**src/rtl/seg_sched_pkg.sv**
```systemverilog
// Shared types and defaults for the seven-segment display scheduler.
// Optional feature macro: SEG_DISPLAY_SCHED_BLANK_EN (adds the inter-digit BLANK state).
package seg_sched_pkg;

  localparam int unsigned DIGITS_DEF = 8;
  localparam int unsigned DWELL_DEF  = 4096;
  localparam int unsigned BLANK_DEF  = 256;

  // Scheduler FSM states; encoding is fixed so the debug port is stable across builds.
  typedef enum logic [1:0] {
    ST_IDLE  = 2'd0,
    ST_SHOW  = 2'd1
`ifdef SEG_DISPLAY_SCHED_BLANK_EN
    ,
    ST_BLANK = 2'd2
`endif
  } state_t;

  // Larger of two unsigned values, used to size the shared dwell timer.
  function automatic int unsigned max_u(input int unsigned a, input int unsigned b);
    return (a > b) ? a : b;
  endfunction

  // Round-robin pick between two requesters. prio selects who wins a tie
  // (0 favours requester 0). Returns a one-hot grant, or 00 with no request.
  function automatic logic [1:0] rr_pick(input logic [1:0] req, input logic prio);
    logic [1:0] g;
    g = 2'b00;
    case (req)
      2'b01:   g = 2'b01;
      2'b10:   g = 2'b10;
      2'b11:   g = prio ? 2'b10 : 2'b01;
      default: g = 2'b00;
    endcase
    return g;
  endfunction

endpackage

```
**src/rtl/seg_display_sched_dwell_timer.sv**
```systemverilog
// Loadable down-counter shared by the SHOW and BLANK phases of the scheduler.
// expire_o is high for the single cycle in which the count sits at 1, so a
// load of N yields expire N-1 cycles later and the owner changes phase on
// the following edge, giving a phase of exactly N cycles.
// Optional feature macro: SEG_DISPLAY_SCHED_BLANK_EN (no effect on this file).
module dwell_timer #(
  parameter int unsigned W = 8
) (
  input  logic         clk,
  input  logic         rst_n,
  input  logic         load_i,
  input  logic [W-1:0] load_val_i,
  output logic         expire_o
);

  logic [W-1:0] count_q;
  logic [W-1:0] count_d;

  // Next count: a load wins, otherwise count down and park at zero.
  always_comb begin
    count_d = count_q;
    if (load_i) begin
      count_d = load_val_i;
    end else if (count_q != '0) begin
      count_d = count_q - 1'b1;
    end
  end

  // Count register, cleared asynchronously.
  always_ff @(posedge clk or negedge rst_n) begin
    if (!rst_n) begin
      count_q <= '0;
    end else begin
      count_q <= count_d;
    end
  end

  assign expire_o = (count_q == W'(1));

endmodule

```
**src/rtl/seg_display_sched.sv**
```systemverilog
// Time-multiplexed display scheduler: two requesters share one display,
// ownership is decided round-robin once per frame, and each frame walks
// every digit with a fixed dwell (and optional blanking gap).
// Optional feature macro: SEG_DISPLAY_SCHED_BLANK_EN. When defined, every
// digit is followed by BLANK cycles with blank high; when undefined, digits
// advance straight after their dwell and blank is only high while idle.
//
// Request protocol: req[i] is a level, not a handshake. It is sampled only
// when a frame may start (idle, or the last cycle of a frame); gnt is
// one-hot for the whole frame that follows and is never revoked mid-frame.
module seg_display_sched
  import seg_sched_pkg::*;
#(
  parameter int unsigned DIGITS = DIGITS_DEF,
  parameter int unsigned DWELL  = DWELL_DEF,
  parameter int unsigned BLANK  = BLANK_DEF
) (
  input  logic                      clk,
  input  logic                      rst_n,
  input  logic [1:0]                req,
  input  logic [31:0]               data0,
  input  logic [31:0]               data1,
  output logic [1:0]                gnt,
  output logic [$clog2(DIGITS)-1:0] digit,
  output logic [31:0]               data,
  output logic                      blank,
  output logic                      frame_start,
  output state_t                    state_dbg
);

  localparam int unsigned DW = $clog2(DIGITS);
  // Timer is wide enough for either reload value so its shape is the same
  // in both builds.
  localparam int unsigned TW = $clog2(max_u(DWELL, BLANK) + 1);

  localparam logic [TW-1:0] DWELL_LD   = TW'(DWELL);
`ifdef SEG_DISPLAY_SCHED_BLANK_EN
  localparam logic [TW-1:0] BLANK_LD   = TW'(BLANK);
`endif
  localparam logic [DW-1:0] LAST_DIGIT = DW'(DIGITS - 1);

  state_t          state_q, state_d;
  logic [1:0]      gnt_q, gnt_d;
  logic [DW-1:0]   digit_q, digit_d;
  logic [31:0]     data_q, data_d;
  logic            blank_q, blank_d;
  logic            fs_q, fs_d;
  logic            prio_q, prio_d;

  logic            tmr_load;
  logic [TW-1:0]   tmr_val;
  logic            tmr_expire;
  logic [1:0]      pick;
  logic            start_frame;
  logic            end_frame;

  dwell_timer #(
    .W(TW)
  ) u_timer (
    .clk       (clk),
    .rst_n     (rst_n),
    .load_i    (tmr_load),
    .load_val_i(tmr_val),
    .expire_o  (tmr_expire)
  );

  // Next-state and registered-output logic: phase sequencing, then frame
  // boundary handling (re-arbitrate or fall back to idle).
  always_comb begin
    state_d     = state_q;
    gnt_d       = gnt_q;
    digit_d     = digit_q;
    data_d      = data_q;
    blank_d     = blank_q;
    fs_d        = 1'b0;
    prio_d      = prio_q;
    tmr_load    = 1'b0;
    tmr_val     = DWELL_LD;
    pick        = rr_pick(req, prio_q);
    start_frame = 1'b0;
    end_frame   = 1'b0;

    case (state_q)
      ST_IDLE: begin
        if (req != 2'b00) begin
          start_frame = 1'b1;
        end
      end

      ST_SHOW: begin
        if (tmr_expire) begin
`ifdef SEG_DISPLAY_SCHED_BLANK_EN
          state_d  = ST_BLANK;
          blank_d  = 1'b1;
          tmr_load = 1'b1;
          tmr_val  = BLANK_LD;
`else
          if (digit_q == LAST_DIGIT) begin
            end_frame = 1'b1;
          end else begin
            digit_d  = digit_q + 1'b1;
            tmr_load = 1'b1;
            tmr_val  = DWELL_LD;
          end
`endif
        end
      end

`ifdef SEG_DISPLAY_SCHED_BLANK_EN
      ST_BLANK: begin
        if (tmr_expire) begin
          if (digit_q == LAST_DIGIT) begin
            end_frame = 1'b1;
          end else begin
            state_d  = ST_SHOW;
            digit_d  = digit_q + 1'b1;
            blank_d  = 1'b0;
            tmr_load = 1'b1;
            tmr_val  = DWELL_LD;
          end
        end
      end
`endif

      default: begin
        state_d = ST_IDLE;
      end
    endcase

    // Last digit finished: either hand the display to the next owner with
    // no gap, or go idle keeping the last word on data.
    if (end_frame) begin
      if (req != 2'b00) begin
        start_frame = 1'b1;
      end else begin
        state_d = ST_IDLE;
        gnt_d   = 2'b00;
        blank_d = 1'b1;
        digit_d = '0;
      end
    end

    // New frame: grant, latch the winner's word, restart at digit 0, and
    // move the tie-break towards the requester that just lost.
    if (start_frame) begin
      state_d  = ST_SHOW;
      gnt_d    = pick;
      data_d   = pick[1] ? data1 : data0;
      fs_d     = 1'b1;
      digit_d  = '0;
      blank_d  = 1'b0;
      prio_d   = pick[0];
      tmr_load = 1'b1;
      tmr_val  = DWELL_LD;
    end
  end

  // State and output registers, all cleared asynchronously.
  always_ff @(posedge clk or negedge rst_n) begin
    if (!rst_n) begin
      state_q <= ST_IDLE;
      gnt_q   <= 2'b00;
      digit_q <= '0;
      data_q  <= '0;
      blank_q <= 1'b1;
      fs_q    <= 1'b0;
      prio_q  <= 1'b0;
    end else begin
      state_q <= state_d;
      gnt_q   <= gnt_d;
      digit_q <= digit_d;
      data_q  <= data_d;
      blank_q <= blank_d;
      fs_q    <= fs_d;
      prio_q  <= prio_d;
    end
  end

  assign gnt         = gnt_q;
  assign digit       = digit_q;
  assign data        = data_q;
  assign blank       = blank_q;
  assign frame_start = fs_q;
  assign state_dbg   = state_q;

endmodule

```
**config.mk**
```make
export PLATFORM = sky130hd
export DESIGN_NAME = seg_display_sched
export DESIGN_NICKNAME = d
export VERILOG_FILES = /design/src/rtl/seg_sched_pkg.sv /design/src/rtl/seg_display_sched_dwell_timer.sv /design/src/rtl/seg_display_sched.sv
export SDC_FILE = /design/constraint.sdc
export NUM_CORES = 1
export LEC_CHECK = 0
export ABC_AREA = 1
export BUFFER_PORTS_ARGS = -buffer_cell sky130_fd_sc_hd__buf_2
export CAP_MARGIN = 40
export CORE_MARGIN = 2
export CORE_UTILIZATION = 30
export CTS_CLUSTER_DIAMETER = 80
export DETAILED_ROUTE_END_ITERATION = 6
export GPL_ROUTABILITY_DRIVEN = 1
export PLACE_DENSITY = 0.53
export SKIP_CTS_REPAIR_TIMING = 1
export SLEW_MARGIN = 25
export SYNTH_ARGS = -nofsm -noshare
export SYNTH_HDL_FRONTEND = slang
export SYNTH_SLANG_ARGS = --single-unit
```
**constraint.sdc**
```tcl
create_clock -name clk -period 1.7 [get_ports clk]
set_input_delay 0.255 -clock clk [delete_from_list [all_inputs] [get_ports clk]]
set_output_delay 0.255 -clock clk [all_outputs]
set_load 0.02 [all_outputs]
```
### Word-level counts from Yosys, hierarchy flattened

Cells that the tools add are included.

| operators by class | value |
|---|---|
| add/subtract/negate cells | 2 |
| equality and inequality tests | 7 |
| mux-type cells | 33 |
| reductions and logical operators | 7 |

Operators with widths:

| cell | count |
|---|---|
| 32-bit 2-to-1 mux | 1 |
| 13-bit 2-to-1 mux | 2 |
| 3-bit 2-to-1 mux | 6 |
| 2-bit 2-to-1 mux | 8 |
| 1-bit 2-to-1 mux | 15 |
| 13-bit by 1-bit == test with 1-bit output (second input constant) | 1 |
| 13-bit nonzero test | 1 |
| 13-bit by 1-bit subtractor with 13-bit output (second input constant) | 1 |
| 2-bit one-hot mux with 3 select lines | 1 |
| 2-bit nonzero test | 3 |
| 2-bit by 1-bit == test with 1-bit output (second input constant) | 2 |
| 2-bit == test (second input constant) | 2 |
| 3-bit by 1-bit adder with 3-bit output (second input constant) | 1 |
| 3-bit == test (second input constant) | 1 |
| 2-bit logical NOT | 1 |
| 2-bit != test (second input constant) | 1 |
| 2-bit AND reduction | 1 |
| 2-bit OR reduction | 1 |

| storage, ports and cells | value |
|---|---|
| bits in registers | 55 |
| input bits | 68 |

### Longest topological paths before layout

| depth | value |
|---|---|
| word-level depth | 7 |
| gate-level depth with buffers | 10 |

### Modules after synthesis

Synthesis repeated with hierarchy kept, for this count alone.

| second synthesis, totals | value |
|---|---|
| cells, all modules | 435 |
| area total of the unflattened synthesis | 3139.3 µm² |

Modules (own cells, without submodules):

| module | instances | cells an instance | area an instance (µm²) |
|---|---|---|---|
| seg_display_sched | 1 | 297 | 2168.3 |
| dwell_timer | 1 | 138 | 970.9 |

### Worst setup path after synthesis

Ideal clock, no wire load.

| path | value |
|---|---|
| kind | register to register |
| from | register digit_q[0], in the netlist digit[0] |
| to | register u_timer.count_q[4] |
| library setup time | 0.121 ns |
| arrival time | 1.482 ns |
| setup slack | 0.097 ns |
| stages on the path, launching flop included | 10 |
| path buffers | 1 |
| cell sequence | dfrtp_1 ha_1 nand2_1 nor2_1 nand3_2 nand2_4 nand2_4 nand2_4 buf_6 nor2_1 |

| between the ends | value |
|---|---|
| word-level cells in the longest chain between the ends | 7 |
| elaborated cells between the ends (all ways) | 11 |
| those cells by class | 1 x eq/ne; 9 x mux; 1 x reduce/logical |

RTL lines:

| what | RTL line | text |
|---|---|---|
| start: declaration | seg_display_sched.sv:44 | `logic [DW-1:0] digit_q, digit_d;` |
| start signal: assignment | seg_display_sched.sv:171 | `digit_q <= digit_d;` |
| 3-bit == test (*) | seg_display_sched.sv:98 | `if (digit_q == LAST_DIGIT) begin` |
| 1-bit 2-to-1 mux | seg_display_sched.sv:98 |  |
| 1-bit 2-to-1 mux | seg_display_sched.sv:91 | `if (tmr_expire) begin` |
| 1-bit 2-to-1 mux | seg_display_sched.sv:83 | `case (state_q)` |
| 1-bit 2-to-1 mux | seg_display_sched.sv:132 | `if (end_frame) begin` |
| 1-bit 2-to-1 mux (*) | seg_display_sched.sv:145 | `if (start_frame) begin` |
| 13-bit 2-to-1 mux or 2-bit nonzero test (tied branches) | - |  |
| end signal: assignment | seg_display_sched_dwell_timer.sv:34 | `count_q <= count_d;` |
| end: declaration | seg_display_sched_dwell_timer.sv:16 | `logic [W-1:0] count_q;` |

Every way passes the cells marked *; elsewhere a longest branch is shown, timed or not.
A chain may end at the register's enable or synchronous reset.

### Final worst setup path

| path | value |
|---|---|
| from | register u_timer.count_q[1] |
| to | register gnt_q[1], in the netlist gnt[1] |

| between the ends | value |
|---|---|
| word-level cells in the longest chain between the ends | 6 |
| elaborated cells between the ends (all ways) | 8 |
| those cells by class | 2 x eq/ne; 4 x mux; 2 x reduce/logical |

RTL lines:

| what | RTL line | text |
|---|---|---|
| 13-bit by 1-bit == test with 1-bit output (*) | seg_display_sched_dwell_timer.sv:38 | `assign expire_o = (count_q == W'(1));` |
| 1-bit 2-to-1 mux (*) | seg_display_sched.sv:91 |  |
| 1-bit 2-to-1 mux (*) | seg_display_sched.sv:83 |  |
| 1-bit 2-to-1 mux | seg_display_sched.sv:132 |  |
| 2-bit != test (no source line) or 2-bit nonzero test (tied branches) | - |  |
| 2-bit AND reduction (no source line) | - |  |
| end signal: assignment | seg_display_sched.sv:170 | `gnt_q <= gnt_d;` |
| end: declaration | seg_display_sched.sv:43 | `logic [1:0] gnt_q, gnt_d;` |

Marked as above.

==> results_dict.tcl <==
set metrics [dict create \
    status "finished, final reports clean" \
    grt_pass1_wl_um 13040 \
    ys_types 25 \
    finalHoldViolCount 0 \
    min_path_type "primary input to register" \
    start_kind "register" \
    antenna_found_initial 0 \
    clock_skew_ns 0.005497 \
    synthFlopType "dfrtp_1" \
    cts-root-buf "clkbuf_8" \
    wirelength_um 7592 \
    crit_top_cell "inv_1" \
    via_per_inst 4.325 \
    drv_slew 0 \
    numPortBuffers 108 \
    cp-end-kind "register" \
    grt-ovfl-total 0 \
    clock-sinks 55 \
    clockBufferDepth 2 \
    drive_above_1_share_pct 27.74 \
    num_vias 2945 \
    drt-pass1-iter-count 4 \
    nNetsFinal 619 \
    synthMuxAreaShare_pct 0 \
    die_w_um 104.6 \
    fin_setup_tns_ns 0 \
    dp.cells 669 \
    seq_area_frac_synth_pct 45.36 \
    synth_fa_ha_area_share_pct 1.648 \
    stdcell_count 681 \
    gp_congestion 0.8238 \
    syn_nets 506 \
    synth_seq_cells 55 \
    diodes 0 \
    avgSynthCellArea_um2 6.997 \
    fin_crit_sh_pct 91.03 \
    path_max_fanout 8 \
    p_per_area_nw_per_um2 1230 \
    required_ns 1.89 \
    synthArstFlopShare_pct 100.0 \
    start_util_pct 30.93 \
    htreeDepth 2 \
    drv_cap 0 \
    clk_latency_ns 0.30 \
    yosysWarnings 0 \
    synth_cells 434 \
    drtIter0Drc 104 \
    grt_max_degree 56 \
    ios 109 \
    vdd_drop_max_mv 0.4452 \
    die_h_um 104.6 \
    syn_to_final_growth_pct 30.20 \
    worstSetupPathType "register to register" \
    drc 0 \
    period_needed_ns 1.548 \
    synth_compound_area_share_pct 1.277 \
    p_leak_nw 2.331 \
    clkSlewWorstSetupHoldPaths_ns 0.10 \
    cts_tree "yes" \
    rows 36 \
    cpMaxStageDelayCell "dfrtp_1" \
    grt_pass1_vias 2817 \
    track_usage_pct 14.23 \
    ant_nets 0 \
    critical-path-max-stage-delay_ns 0.38 \
    core_um2 9819 \
    synth_edf_count 0 \
    setup_violations 0 \
    arrival_ns 1.74 \
    synth_area_um2 3037 \
    total_power_mw 4.862 \
    cts_buffers 5 \
    synthSimpleGateAreaFrac_pct 43.51 \
    synthXorXnorAreaFrac_pct 0.2884 \
    path_cells "inv_1 -> ha_1 -> nand2_2 -> nor2_4 -> nand3_2 -> nand2_4 -> buf_6 -> inv_1 -> nand2_1 -> o21ai_0" \
    place_hpwl_um 5787 \
    synth_top_family_by_area "simple AND/OR/NAND/NOR gates" \
    dieArea_um2 10940 \
    fmax_mhz 646.2 \
    avgRoutedWirePerCell_um 11.15 \
]
==> metal layers <==
metal	vias up	global-route usage [%]	share of wire, %
li1	1552	-	-
met1	1308	19.00	49
met2	81	23.67	45
met3	4	3.493	5.9
met4	0	2.571	0.72
met5	-	0	0
==> cell usage after synthesis (2+ instances only) <==
master    instances  area [um^2]
nand2_1         223        837.1
dfrtp_1          54         1351
nand3_1          41        205.2
nor2_1           32        120.1
inv_1            31        116.4
clkbuf_1          6        22.52
buf_6             5        56.30
nand4_1           5        31.28
o21ai_0           5        25.02
ha_1              4        50.05
nor2_2            4        25.02
buf_2             3        15.01
buf_4             3        22.52
nand2_2           3        18.77
nand2_4           3        33.78
nor2_4            2        22.52
nor3_1            2        10.01
==> power by group <==
part           internal (mW)  switching, mW  leakage (nW)
clock network          0.446          0.434        0.0558
logic                  0.752           1.31          1.59
registers               1.66          0.262         0.690
total                   2.86           2.00          2.33
==> critical path, delay by kind of cell, from the launching register on <==
family                   cells  cell delay (ns)
adder cells (fa/ha/maj)      1             0.16
buffers and inverters        3             0.29
AO/OA/AOI/OAI                1             0.06
flip-flops                   1             0.38
AND/OR/NAND/NOR              5             0.54
==> logic make-up (layout without fill, tap and decap cells) <==
kind of cell               count (synthesis)  after routing
and+or+nand+nor                          317            317
DFF                                       55             55
buffers and inverters                     49            163
AOI/OAI and AO/OA                          7              7
adders and majority gates                  4              4
other                                      1              1
xor gates and xnor gates                   1              1
==> metrics by stage <==
stage          area, um^2  hold WS (ns)  worst slack (ns)  utilization [%]
3_3_place_gp         3747        0.2836           0.09306            38.16
4_1_cts              3859      -0.05072           0.05108            39.30
5_1_grt              3954        0.2321          -0.01182            40.27
2_1_floorplan        3037      -0.04059           0.09655                -
3_5_place_dp         3747        0.2826           0.06389            38.16
6_report             3954        0.2116            0.1524            40.27
==> worst paths after layout <==
kind	from	endpoint	slack [ns]	cells after the start
max in group asynchronous	rst_n	blank$_DFFE_PN1P_	0.92	3
min reg2reg	data[5]$_DFFE_PN0P_	data[5]$_DFFE_PN0P_	0.48	2
min	req[0]	blank$_DFFE_PN1P_	0.21	4
max	u_timer.count_q[1]$_DFFE_PN0P_	gnt[1]$_DFFE_PN0P_	0.15	10
min in group asynchronous	rst_n	u_timer.count_q[7]$_DFFE_PN0P_	0.47	3
max reg2reg	u_timer.count_q[1]$_DFFE_PN0P_	gnt[1]$_DFFE_PN0P_	0.15	10
==> area by class of cell <==
class                      instances  area, um^2
sequential                        55        1378
clock inverter                     2       38.79
tap                              133       166.4
fill                            1095        5866
clock buffer                       6       72.57
inverter                          32       120.1
timing repair buffer             123       711.9
multi-input combinational        330        1466
==> cells in the final DEF (no fill, tap or decap), drive strengths merged <==
cell type and n:
nand3b 1, xor2 1, nand3 42, o21ai 6
nor2 38, nand4 5, conb 1, nand2 229
bufinv 1, nor3 2, buf 122, ha 4
a21oi 1, dfrtp 54, clkbuf 6, inv 33
dlygate4sd3 1, dfstp 1
==> registers in the layout, summed over array words and instances (netlist names) <==
register and flops:
blank 1, data 32, digit 3, u_timer.count_q 13
frame_start 1, prio_q 1, gnt 2, state_dbg 2
(Power assumes the default switching activity.)
